--- config.mk ---
export PLATFORM = sky130hd
export DESIGN_NAME = boron_sbox_layer
export DESIGN_NICKNAME = d
export VERILOG_FILES = /design/src/rtl/boron_pkg.sv /design/src/rtl/boron_sbox4.sv /design/src/rtl/boron_sbox_layer.sv
export SDC_FILE = /design/constraint.sdc
export NUM_CORES = 1
export LEC_CHECK = 0
export ABC_AREA = 1
export BUFFER_PORTS_ARGS = -buffer_cell sky130_fd_sc_hd__buf_2
export CORE_MARGIN = 3
export CORE_UTILIZATION = 40
export CTS_BUF_LIST = sky130_fd_sc_hd__clkbuf_16
export DETAILED_ROUTE_END_ITERATION = 8
export PLACE_DENSITY = 0.74
export SETUP_SLACK_MARGIN = 0.05
export SYNTH_ARGS = -nofsm -noshare
export SYNTH_HDL_FRONTEND = slang
export SYNTH_SLANG_ARGS = --single-unit
--- constraint.sdc ---
create_clock -name clk_i -period 5.4 [get_ports clk_i]
set_clock_uncertainty 0.1 [all_clocks]
set_input_delay 0.81 -clock clk_i [delete_from_list [all_inputs] [get_ports clk_i]]
set_output_delay 0.81 -clock clk_i [all_outputs]
set_load 0.01 [all_outputs]
--- src/rtl/boron_pkg.sv ---
// rtl/boron_pkg.sv - Boron S-box tables, FSM state type and sizing helper (inverse table used only with BORON_SBOX_INV_EN)
package boron_pkg;

  typedef enum logic [1:0] {
    IDLE,
    BUSY,
    DONE
  } state_t;

  localparam logic [3:0] SBOX_FWD [16] = '{
    4'hE, 4'h4, 4'hB, 4'h1, 4'h7, 4'h9, 4'hC, 4'hA,
    4'hD, 4'h2, 4'h0, 4'hF, 4'h8, 4'h5, 4'h3, 4'h6
  };

  localparam logic [3:0] SBOX_INV [16] = '{
    4'hA, 4'h3, 4'h9, 4'hE, 4'h1, 4'hD, 4'hF, 4'h4,
    4'hC, 4'h5, 4'h7, 4'h2, 4'h6, 4'h8, 4'h0, 4'hB
  };

  function automatic int nibble_count(input int width);
    return width / 4;
  endfunction

endpackage

--- src/rtl/boron_sbox4.sv ---
// rtl/boron_sbox4.sv - combinational 4-bit Boron S-box; inverse path only with BORON_SBOX_INV_EN
module boron_sbox4
  import boron_pkg::*;
(
  input  logic [3:0] nib,
  input  logic       dec,
  output logic [3:0] sub
);

`ifdef BORON_SBOX_INV_EN
  assign sub = dec ? SBOX_INV[nib] : SBOX_FWD[nib];
`else
  logic unused_dec;
  assign unused_dec = dec;
  assign sub = SBOX_FWD[nib];
`endif

endmodule

--- src/rtl/boron_sbox_layer.sv ---
// rtl/boron_sbox_layer.sv - time-multiplexed Boron substitution layer; BORON_SBOX_INV_EN enables in_dec_i
module boron_sbox_layer
  import boron_pkg::*;
#(
  parameter int WIDTH = 64,
  parameter int LANES = 4
) (
  input  logic             clk_i,
  input  logic             rst_ni,
  input  logic             in_valid_i,
  output logic             in_ready_o,
  input  logic [WIDTH-1:0] in_data_i,
  input  logic             in_dec_i,
  output logic             out_valid_o,
  input  logic             out_ready_i,
  output logic [WIDTH-1:0] out_data_o
);

  localparam int LSAFE = (LANES < 1) ? 1 : LANES;
  localparam int NCYC  = nibble_count(WIDTH) / LSAFE;
  localparam int CW    = (NCYC > 1) ? $clog2(NCYC) : 1;
  localparam logic [CW-1:0] CNT_LAST = CW'(NCYC - 1);

  if ((LANES < 1) || (WIDTH % (4 * LSAFE) != 0)) begin : g_bad_cfg
    $error("boron_sbox_layer: WIDTH must be a multiple of 4*LANES and LANES >= 1");
  end

  state_t           state_q;
  logic [CW-1:0]    cnt_q;
  logic [WIDTH-1:0] data_q;
  logic             mode_q;
  logic             next_mode;
  logic [3:0]       lane_in  [LSAFE];
  logic [3:0]       lane_out [LSAFE];

`ifdef BORON_SBOX_INV_EN
  assign next_mode = in_dec_i;
`else
  logic unused_in_dec;
  assign unused_in_dec = in_dec_i;
  assign next_mode     = 1'b0;
`endif

  // Lane l of beat cnt works on nibble cnt*LANES+l, lowest nibbles first.
  always_comb begin
    for (int l = 0; l < LSAFE; l++) begin
      lane_in[l] = data_q[4*(int'(cnt_q)*LSAFE + l) +: 4];
    end
  end

  for (genvar g = 0; g < LSAFE; g++) begin : g_lane
    boron_sbox4 u_sbox4 (
      .nib (lane_in[g]),
      .dec (mode_q),
      .sub (lane_out[g])
    );
  end

  always_ff @(posedge clk_i) begin
    if (!rst_ni) begin
      state_q <= IDLE;
      cnt_q   <= '0;
      data_q  <= '0;
      mode_q  <= 1'b0;
    end else begin
      case (state_q)
        IDLE: begin
          if (in_valid_i) begin
            data_q  <= in_data_i;
            mode_q  <= next_mode;
            cnt_q   <= '0;
            state_q <= BUSY;
          end
        end
        BUSY: begin
          for (int l = 0; l < LSAFE; l++) begin
            data_q[4*(int'(cnt_q)*LSAFE + l) +: 4] <= lane_out[l];
          end
          if (cnt_q == CNT_LAST) begin
            cnt_q   <= '0;
            state_q <= DONE;
          end else begin
            cnt_q <= cnt_q + 1'b1;
          end
        end
        DONE: begin
          if (out_ready_i) begin
            if (in_valid_i) begin
              data_q  <= in_data_i;
              mode_q  <= next_mode;
              cnt_q   <= '0;
              state_q <= BUSY;
            end else begin
              state_q <= IDLE;
            end
          end
        end
        default: state_q <= IDLE;
      endcase
    end
  end

  // Partial results never leave the block: data is visible only in DONE.
  assign out_valid_o = (state_q == DONE);
  assign out_data_o  = out_valid_o ? data_q : '0;
  assign in_ready_o  = rst_ni & ((state_q == IDLE) | ((state_q == DONE) & out_ready_i));

endmodule

==> run_summary.xml <==
<?xml version="1.0" encoding="UTF-8"?>
<metrics>
  <group name="yosys">
    <metric name="sequential_fraction_of_the_synthesis_area" unit="%">28.4</metric>
    <metric name="syn-instance-count" unit="">798</metric>
    <metric name="synth.yosys.warnings" unit="">0</metric>
    <metric name="post-synth-top-area-fraction" unit="%">28.4</metric>
    <metric name="syn_avg_cell_area" unit="sq um">6.01</metric>
    <metric name="post_synth_num_cell_types" unit="">26</metric>
    <metric name="netlist_top_cells_area" unit="">dfxtp_1 28%, a21oi_1 14%, nand2_1 11%</metric>
    <metric name="synthesis.area" unit="sq um">4790</metric>
    <metric name="synth_largest_area_cell" unit="">dfxtp_1</metric>
    <metric name="synth_seq_cells" unit="">68</metric>
    <metric name="synthesis.nets" unit="">883</metric>
  </group>
  <group name="layout">
    <metric name="num-nets-final" unit="">986</metric>
    <metric name="ff_latch_area" unit="sq um">1360</metric>
    <metric name="area_growth" unit="%">19.0</metric>
    <metric name="mostFrequentLayoutCell" unit="">nand2_1</metric>
    <metric name="cell_area_after_layout" unit="sq um">5700</metric>
    <metric name="mostFrequentLayoutCells" unit="">141 x nand2_1, 133 x buf_2, 132 x a21oi_1, 104 x nor2_1, 85 x inv_1</metric>
    <metric name="fillCellCount" unit="">1258</metric>
    <metric name="post_route_cells_drive_above_1_share" unit="%">21.0</metric>
    <metric name="multi_input_comb_area" unit="sq um">2830</metric>
  </group>
  <group name="drt">
    <metric name="drt-initial-drc-count" unit="">388</metric>
    <metric name="via_count" unit="">5605</metric>
    <metric name="route.detailed.drc" unit="">0</metric>
    <metric name="avg_vias_per_cell" unit="">5.34</metric>
    <metric name="wl_per_cell" unit="um">14.9</metric>
    <metric name="drt_pass1_iterations" unit="">5</metric>
    <metric name="wl" unit="um">15700</metric>
    <metric name="postRouteAntennaNets" unit="">0</metric>
  </group>
  <group name="power">
    <metric name="internal_power" unit="mW">1.04</metric>
    <metric name="vdd.ir_drop.worst" unit="mV">0.126</metric>
    <metric name="power.share.clock" unit="%">30.8</metric>
    <metric name="pwr-share-comb" unit="%">32.1</metric>
    <metric name="pwr-share-seq" unit="%">37.1</metric>
    <metric name="power_dens_cells" unit="nW/um^2">292</metric>
    <metric name="total_switching_power" unit="mW">0.629</metric>
    <metric name="power.leakage" unit="nW">2.70</metric>
    <metric name="switching_share" unit="%">37.8</metric>
  </group>
  <group name="worst_setup_path">
    <metric name="crit_path_cell_trace" unit="">inv_2 -&gt; ha_1 -&gt; inv_1 -&gt; a21oi_2 -&gt; inv_2 -&gt; a21oi_1 -&gt; a21oi_1</metric>
    <metric name="critical_path_arrival" unit="ns">3.30</metric>
    <metric name="timing.critical_path.fanout_max" unit="">55</metric>
    <metric name="slowest_stage" unit="">inv_2</metric>
    <metric name="slowest_stage_delay_on_critical_path" unit="ns">0.75</metric>
    <metric name="critPathCaptureType" unit="">flip-flop</metric>
    <metric name="startpoint_to_endpoint_class_of_the_critical_path" unit="">flip-flop to flip-flop</metric>
    <metric name="startpoint_class_of_the_critical_path" unit="">flip-flop</metric>
    <metric name="worst_endpoint_required_time" unit="ns">5.51</metric>
  </group>
  <group name="timing">
    <metric name="tightestPinTransition" unit="ns">1.07</metric>
    <metric name="layout_worst_path_cycle_share" unit="%">59.0</metric>
    <metric name="final_period_minus_worst_setup_slack" unit="ns">3.19</metric>
    <metric name="totalNegativeSetupSlack" unit="ns">0</metric>
    <metric name="postLayoutSetupSlackWorst" unit="ns">2.21</metric>
    <metric name="grt_setup_unrepaired" unit="">no</metric>
    <metric name="hold_viol_final" unit="">0</metric>
    <metric name="finalSetupViolations" unit="">0</metric>
    <metric name="clock.fmax" unit="MHz">314</metric>
    <metric name="slew-limit-headroom" unit="%">28.7</metric>
    <metric name="timing_max_transition_violations_final" unit="">0</metric>
  </group>
  <group name="clock_tree">
    <metric name="clock_sink_count" unit="">68</metric>
    <metric name="clk_pin_slew" unit="ns">0.06</metric>
    <metric name="post_cts_resize_count" unit="">0</metric>
    <metric name="clock-root-buffer" unit="">clkbuf_16</metric>
    <metric name="worst_skew_pair_latency" unit="ns">0.33</metric>
    <metric name="clock_path_buffers" unit="">2</metric>
    <metric name="cts_max_level" unit="">3</metric>
    <metric name="cts.hold.buffers_added" unit="">0</metric>
    <metric name="post-cts-setup-buffer-count" unit="">0</metric>
    <metric name="cts_buffers" unit="">9</metric>
    <metric name="cts_tree" unit="">yes</metric>
  </group>
  <group name="placement">
    <metric name="cell_area_after_placement" unit="sq um">5450</metric>
    <metric name="detailed_place_hpwl" unit="um">11000</metric>
    <metric name="io_buffer_count" unit="">133</metric>
    <metric name="preCtsSetupSlack" unit="ns">2.23</metric>
    <metric name="gp_congestion" unit="">0.917</metric>
  </group>
  <group name="job">
    <metric name="cap_violations" unit="">0</metric>
  </group>
  <group name="floorplanning">
    <metric name="top_level_ports" unit="">135</metric>
    <metric name="die_area" unit="sq um">13300</metric>
    <metric name="core-area" unit="sq um">11600</metric>
    <metric name="placementRows" unit="">39</metric>
    <metric name="die_height" unit="um">115</metric>
    <metric name="start_util" unit="%">41.4</metric>
    <metric name="die_width" unit="um">115</metric>
  </group>
  <group name="global_routing">
    <metric name="grt_antenna_before_repair" unit="">0</metric>
    <metric name="overflow" unit="">0</metric>
    <metric name="vias_in_the_first_global_route" unit="">5209</metric>
    <metric name="grt_max_degree" unit="">66</metric>
    <metric name="grt_pass1_wl" unit="um">25600</metric>
    <metric name="grt_util_all_layers" unit="%">23.8</metric>
  </group>
  <group name="status">
    <metric name="run_status" unit="">complete, no violations</metric>
  </group>
  <group name="min_path">
    <metric name="holdCritPathClass" unit="">flip-flop to flip-flop</metric>
  </group>
</metrics>
-- synth_stat cells (all sizes together) --
master and n:
nand3b 3, o21ai 83, nor4 1, a21oi 135
nor2 108, inv 95, clkbuf 20, nand4 6
nand2 154, buf 29, ha 16, nand3 74
dfxtp 68, o211ai 1, nor3 5
-- worst paths after layout --
path                    from    endpoint  slack, ns  cells past startpoint
setup / recovery    cnt_q[0]  data_q[40]       2.21                      7
hold / removal    data_q[37]  data_q[37]       0.45                      2
setup reg to reg    cnt_q[0]  data_q[40]       2.21                      7
hold reg to reg   data_q[37]  data_q[37]       0.45                      2
-- power by group through the flow --
stage | Sequential, mW | Combinational, mW | Clock [mW]
CTS | 0.616 | 0.529 | 0.518
global placement | 0.626 | 0.519 | 0
global route | 0.626 | 0.610 | 0.538
finish | 0.617 | 0.534 | 0.513
floorplan | 0.604 | 0.403 | 0
detailed placement | 0.626 | 0.524 | 0
-- logic make-up (layout without fill, tap and decap cells) --
family	after synthesis	count (layout)	synth area share, %
simple gates	351	351	31.4
compound gates	219	219	23.5
buf+inv	144	251	12.6
flops	68	68	28.4
fa+ha+maj	16	16	4.18
other cells	0	1	0
-- stage by stage --
stage	hold slack, ns	instances	power, mW	util (%)
finish	0.451	1049	1.66	49.3
global placement	0.431	1033	1.15	47.1
detailed placement	0.440	1033	1.15	47.1
floorplan	0.402	798	1.01	-
CTS	0.452	1048	1.66	49.3
global route	0.486	1048	1.77	49.3
-- registers in the layout, indices dropped and copies added, names as in the netlist --
name     count
cnt_q        2
state_q      2
data_q      64
-- per-layer routing --
layer	wire (um)	global-route usage [%]	share of wire, %	up-vias
met4	450	8.92	2.9	0
met1	6810	32.1	43	2508
met2	7310	38.1	47	251
li1	-	-	-	2810
met3	1100	4.28	7.0	36
met5	0	0	0	-
-- critical path: cells and delay by family (launching register included) --
family	cells	cell delay, ns
buffers and inverters	3	1.17
AO/OA/AOI/OAI	3	1.03
flip-flops	1	0.50
adder cells (fa/ha/maj)	1	0.26
-- layout make-up --
| cell class | count | share of cell area, % |
|---|---|---|
| tap | 143 | 3.14 |
| multi-input combinational | 586 | 49.6 |
| inverter | 95 | 6.25 |
| clock buffer | 9 | 3.95 |
| clock inverter | 6 | 0.439 |
| antenna | 1 | 0.0439 |
| timing repair buffer | 141 | 12.7 |
| sequential | 68 | 23.9 |
(Power assumes the default switching activity.)
